`config.mk`:
```
export PLATFORM = sky130hd
export DESIGN_NAME = acumulador_q22
export DESIGN_NICKNAME = d
export VERILOG_FILES = /design/src/rtl/acumulador_q22.sv
export SDC_FILE = /design/constraint.sdc
export NUM_CORES = 1
export LEC_CHECK = 0
export CAP_MARGIN = 10
export CORE_ASPECT_RATIO = 0.8
export CORE_MARGIN = 4
export CORE_UTILIZATION = 40
export CTS_CLUSTER_DIAMETER = 100
export DETAILED_ROUTE_END_ITERATION = 6
export GPL_ROUTABILITY_DRIVEN = 0
export PLACE_DENSITY = 0.7
export RECOVER_POWER = 100
export REMOVE_ABC_BUFFERS = 1
export SLEW_MARGIN = 20
export SYNTH_ARGS = -nofsm -noshare
export SYNTH_HDL_FRONTEND = slang
export SYNTH_SLANG_ARGS = --single-unit
```
`constraint.sdc`:
```
create_clock -name clk -period 2.1 [get_ports clk]
set_input_delay 0.42 -clock clk [delete_from_list [all_inputs] [get_ports clk]]
set_output_delay 0.42 -clock clk [all_outputs]
set_load 0.01 [all_outputs]
```
`src/rtl/acumulador_q22.sv`:
```
// acumulador_q22 -- accumulates a run of 6-bit adder results into a saturating
// ACC_W-bit sum.
//
// Ports
//   clk        in   rising-edge clock for all state
//   rst        in   synchronous, active-high reset
//   start      in   begin a run (looked at in IDLE only)
//   in_valid   in   in_sum carries a valid sample
//   in_sum     in   [5:0] unsigned sample from the upstream 5-bit adder (0..62)
//   in_ready   out  samples are accepted this cycle (ACCUM only)
//   acc        out  [ACC_W-1:0] running / final accumulated value
//   count      out  [7:0] samples accepted in the current run
//   ovf        out  sticky saturation flag for the current run
//   out_valid  out  acc/count/ovf hold a completed result (DONE only)
//   out_ready  in   downstream takes the result
//
// Parameters
//   N_SAMPLES  samples per run (1..255)
//   ACC_W      accumulator width (6..16)

module acumulador_q22 #(
    parameter int unsigned N_SAMPLES = 8,
    parameter int unsigned ACC_W     = 10
) (
    input  logic             clk,
    input  logic             rst,
    input  logic             start,
    input  logic             in_valid,
    input  logic [5:0]       in_sum,
    output logic             in_ready,
    output logic [ACC_W-1:0] acc,
    output logic [7:0]       count,
    output logic             ovf,
    output logic             out_valid,
    input  logic             out_ready
);

    localparam int unsigned SUM_W = ACC_W + 1;
    localparam logic [7:0]  LAST  = 8'(N_SAMPLES - 1);

    typedef enum logic [1:0] {
        IDLE  = 2'd0,
        ACCUM = 2'd1,
        DONE  = 2'd2
    } state_t;

    state_t             state_q, state_d;
    logic [ACC_W-1:0]   acc_q, acc_d;
    logic [7:0]         count_q, count_d;
    logic               ovf_q, ovf_d;
    logic               in_ready_q, in_ready_d;
    logic               out_valid_q, out_valid_d;
    logic [SUM_W-1:0]   sum_ext;

    always_comb begin
        state_d = state_q;
        acc_d   = acc_q;
        count_d = count_q;
        ovf_d   = ovf_q;
        // One extra bit catches the carry out of the accumulator.
        sum_ext = {1'b0, acc_q} + SUM_W'(in_sum);

        case (state_q)
            IDLE: begin
                if (start) begin
                    acc_d   = '0;
                    count_d = '0;
                    ovf_d   = 1'b0;
                    state_d = ACCUM;
                end
            end
            ACCUM: begin
                // in_ready is 1 throughout ACCUM, so in_valid alone marks acceptance.
                if (in_valid) begin
                    if (sum_ext[ACC_W]) begin
                        acc_d = '1;
                        ovf_d = 1'b1;
                    end else begin
                        acc_d = sum_ext[ACC_W-1:0];
                    end
                    count_d = count_q + 8'd1;
                    if (count_q == LAST) begin
                        state_d = DONE;
                    end
                end
            end
            DONE: begin
                if (out_ready) begin
                    state_d = IDLE;
                end
            end
            default: state_d = IDLE;
        endcase

        // Handshake outputs are registered copies of the next-state decode.
        in_ready_d  = (state_d == ACCUM);
        out_valid_d = (state_d == DONE);
    end

    always_ff @(posedge clk) begin
        if (rst) begin
            state_q     <= IDLE;
            acc_q       <= '0;
            count_q     <= '0;
            ovf_q       <= 1'b0;
            in_ready_q  <= 1'b0;
            out_valid_q <= 1'b0;
        end else begin
            state_q     <= state_d;
            acc_q       <= acc_d;
            count_q     <= count_d;
            ovf_q       <= ovf_d;
            in_ready_q  <= in_ready_d;
            out_valid_q <= out_valid_d;
        end
    end

    assign in_ready  = in_ready_q;
    assign out_valid = out_valid_q;
    assign acc       = acc_q;
    assign count     = count_q;
    assign ovf       = ovf_q;

endmodule

```
==> impl_metrics.ini <==
[outcome]
status = complete, no violations

[die]
dieHeight_um = 58.7
num_io_pins = 32
coreArea_mm2 = 0.00309
fp-row-count = 18
die-area_mm2 = 0.00420
initial_utilization_pct = 41.7
die_w_um = 71.4

[cts]
htree_num_levels = 1
cts_tree = done
numCtsBuffers = 3
clock_latency_ns = 0.27
cts_hold_buf = 0
cts_sinks = 23
path_clk_slew_ns = 0.08
root_buffer = clkbuf_8
clockBufferDepth = 2

[setup_path]
slowest_delay_ns = 0.42
critPathTopFamily = buffers and inverters
critPathKind = in -> reg
critPathMaxFanout = 4
path_common_cell = buf_4
path_cells = clkdlybuf4s50_1, ha_1, a211oi_4, buf_4, o22ai_2, nor2b_4, buf_4, o21ai_0, nand2_1
cp-start-kind = primary input
critPathCaptureType = register
path_buf_inv = 3
slowest_stage = clkdlybuf4s50_1
cp.arrival_ns = 2.24
worstPathRequired_ns = 2.26

[global_routing]
grt-ovfl-total = 0
grt_max_degree = 13
grt_pass1_wl_mm = 5.35
antenna_found_initial = 0
first_global_vias = 1154
grt_util_all_layers_pct = 15.8

[yosys]
synth_xor_area_share_pct = 6.12
ys_ff_latch = 23
synth-simple-area-share_pct = 24.9
yosysWarnings = 0
syn_inst = 147
synth.distinct_cells = 44
synth_area_mm2 = 0.00129
synth.area.mux_share_pct = 0.777
synthAdderAreaFrac_pct = 8.36
seq_area_frac_synth_pct = 35.8
avgSynthCellArea_um2 = 8.76
synth_compound_area_share_pct = 21.6
synth_top_family_by_area = simple AND/OR/NAND/NOR gates

[sta]
worst_slack_ns = 0.0156
hold_viol_final = 0
slew_violations = 0
max_freq_ghz = 0.480
holdWs_ns = 0.477
fin_crit_sh_pct = 99.3
finalSetupViolations = 0
tns_ns = 0
tightest_slew_ns = 0.716
fin_crit_ns = 2.08
finClkSkew_ns = 0.00168
maxSlewHeadroom_pct = 52.2

[worst_hold_path]
worstHoldPathType = reg -> reg

[final_layout]
multiInputGateArea_um2 = 843
drive_above_1_share_pct = 20.2
fin_cells = 243
fillCellCount = 244
nNetsFinal = 223
syn2layout_area_growth_pct = 48.3
stdcell_area_mm2 = 0.00191
diodes = 0
post-route-util_pct = 61.9
final_cell_mix = dfxtp_1, dlygate4sd3_1, nor2_1, buf_4, nand2_1
regArea_um2 = 460

[power_and_ir_drop]
p_per_area_mw_per_mm2 = 465
p_leak_nw = 0.818
vdd_ir_drop_max_v = 0.000385
p_total_mw = 0.887

[drt]
totalWireLength_mm = 3.24
route.detailed.drc = 0
route.detailed.wl_per_inst_um = 13.3
drt_iter0_drc = 75
vias_per_cell = 5.23
dr_total_vias = 1271
ant_nets = 0
drt_pass1_iterations = 4

[place]
dp.cells = 238
placed_area_mm2 = 0.00180
place_ws_ns = -0.428
hpwl_mm = 2.51
port_buffers = 31

[flow_run]
max_cap_viol_count = 0
==> power breakdown <==
part	switching, mW	leakage (nW)	internal [mW]
logic	0.0771	0.609	0.0806
registers	0.00673	0.186	0.443
clock network	0.144	0.0228	0.136
==> area by class of cell <==
| type | instances | area share, % |
|---|---|---|
| multi-input combinational | 118 | 44.2 |
| timing repair buffer | 56 | 26.3 |
| sequential | 23 | 24.1 |
| tap | 40 | 2.62 |
| clock buffer | 4 | 2.36 |
| inverter | 2 | 0.393 |
==> tightest hold or removal path, delay by kind of cell, from the launching register on <==
| family | cells | cell delay (ns) |
|---|---|---|
| DFF | 1 | 0.33 |
| and+or+nand+nor | 2 | 0.10 |
==> sequential cells by signal, indices dropped and copies added, names as in the netlist <==
register	count
out_valid	1
count	8
in_ready	1
ovf	1
state_q	2
acc	10
==> path summary, 6_finish.rpt <==
kind,from,end,slack (ns),cells after the start
setup / recovery,in_sum[4],acc[4],0.02,9
hold / removal,acc[3],acc[3],0.48,2
setup reg to reg,acc[0],acc[4],0.22,8
hold reg to reg,acc[3],acc[3],0.48,2
==> logic make-up (layout without fill, tap and decap cells) <==
family,after synthesis,after routing
AO/OA/AOI/OAI,40,40
XOR/XNOR,9,9
multiplexers,1,1
adder cells (fa/ha/maj),8,8
buffers and inverters,6,62
flip-flops,23,23
AND/OR/NAND/NOR,60,60
==> what timing repair did <==
item                                    CTS  global route
resized for setup                         4            14
setup buffers                             0             1
endpoints found under the setup margin   10             7
pin swaps                                 1            12
==> per-layer routing <==
metal	GRT usage, %	up-vias	share of wire, %
met4	4.83	0	1.3
li1	-	647	-
met1	22.3	598	50
met2	24.6	21	46
met3	3.07	5	3.2
met5	0	-	0
==> synthesized netlist by cell type, drive strengths merged <==
cell     instances  area (um^2)
a2111oi          2         25.0
a211oi           3         35.0
a21o             3         22.5
a21oi           12         60.1
a22o             1         8.76
a311oi           1         8.76
a31oi            1         6.26
a41oi            1         8.76
and3             1         6.26
and4             1         8.76
buf              3         21.3
clkbuf           1         3.75
dfxtp           23          460
fa               1         20.0
ha               7         87.6
inv              2         7.51
mux2i            1         10.0
nand2           13         51.3
nand2b           2         15.0
nand3            6         30.0
nand3b           2         15.0
nand4            3         18.8
nand4b           1         8.76
nor2            22         82.6
nor2b            2         20.0
nor3             1         5.00
nor3b            1         7.51
nor4             4         40.0
o211ai           1         7.51
o21ai            9         45.0
o21bai           3         22.5
o22ai            2         18.8
o32ai            1         8.76
or4              1         11.3
xnor2            2         17.5
xor2             7         61.3
Power figures use the tool's default switching activity.
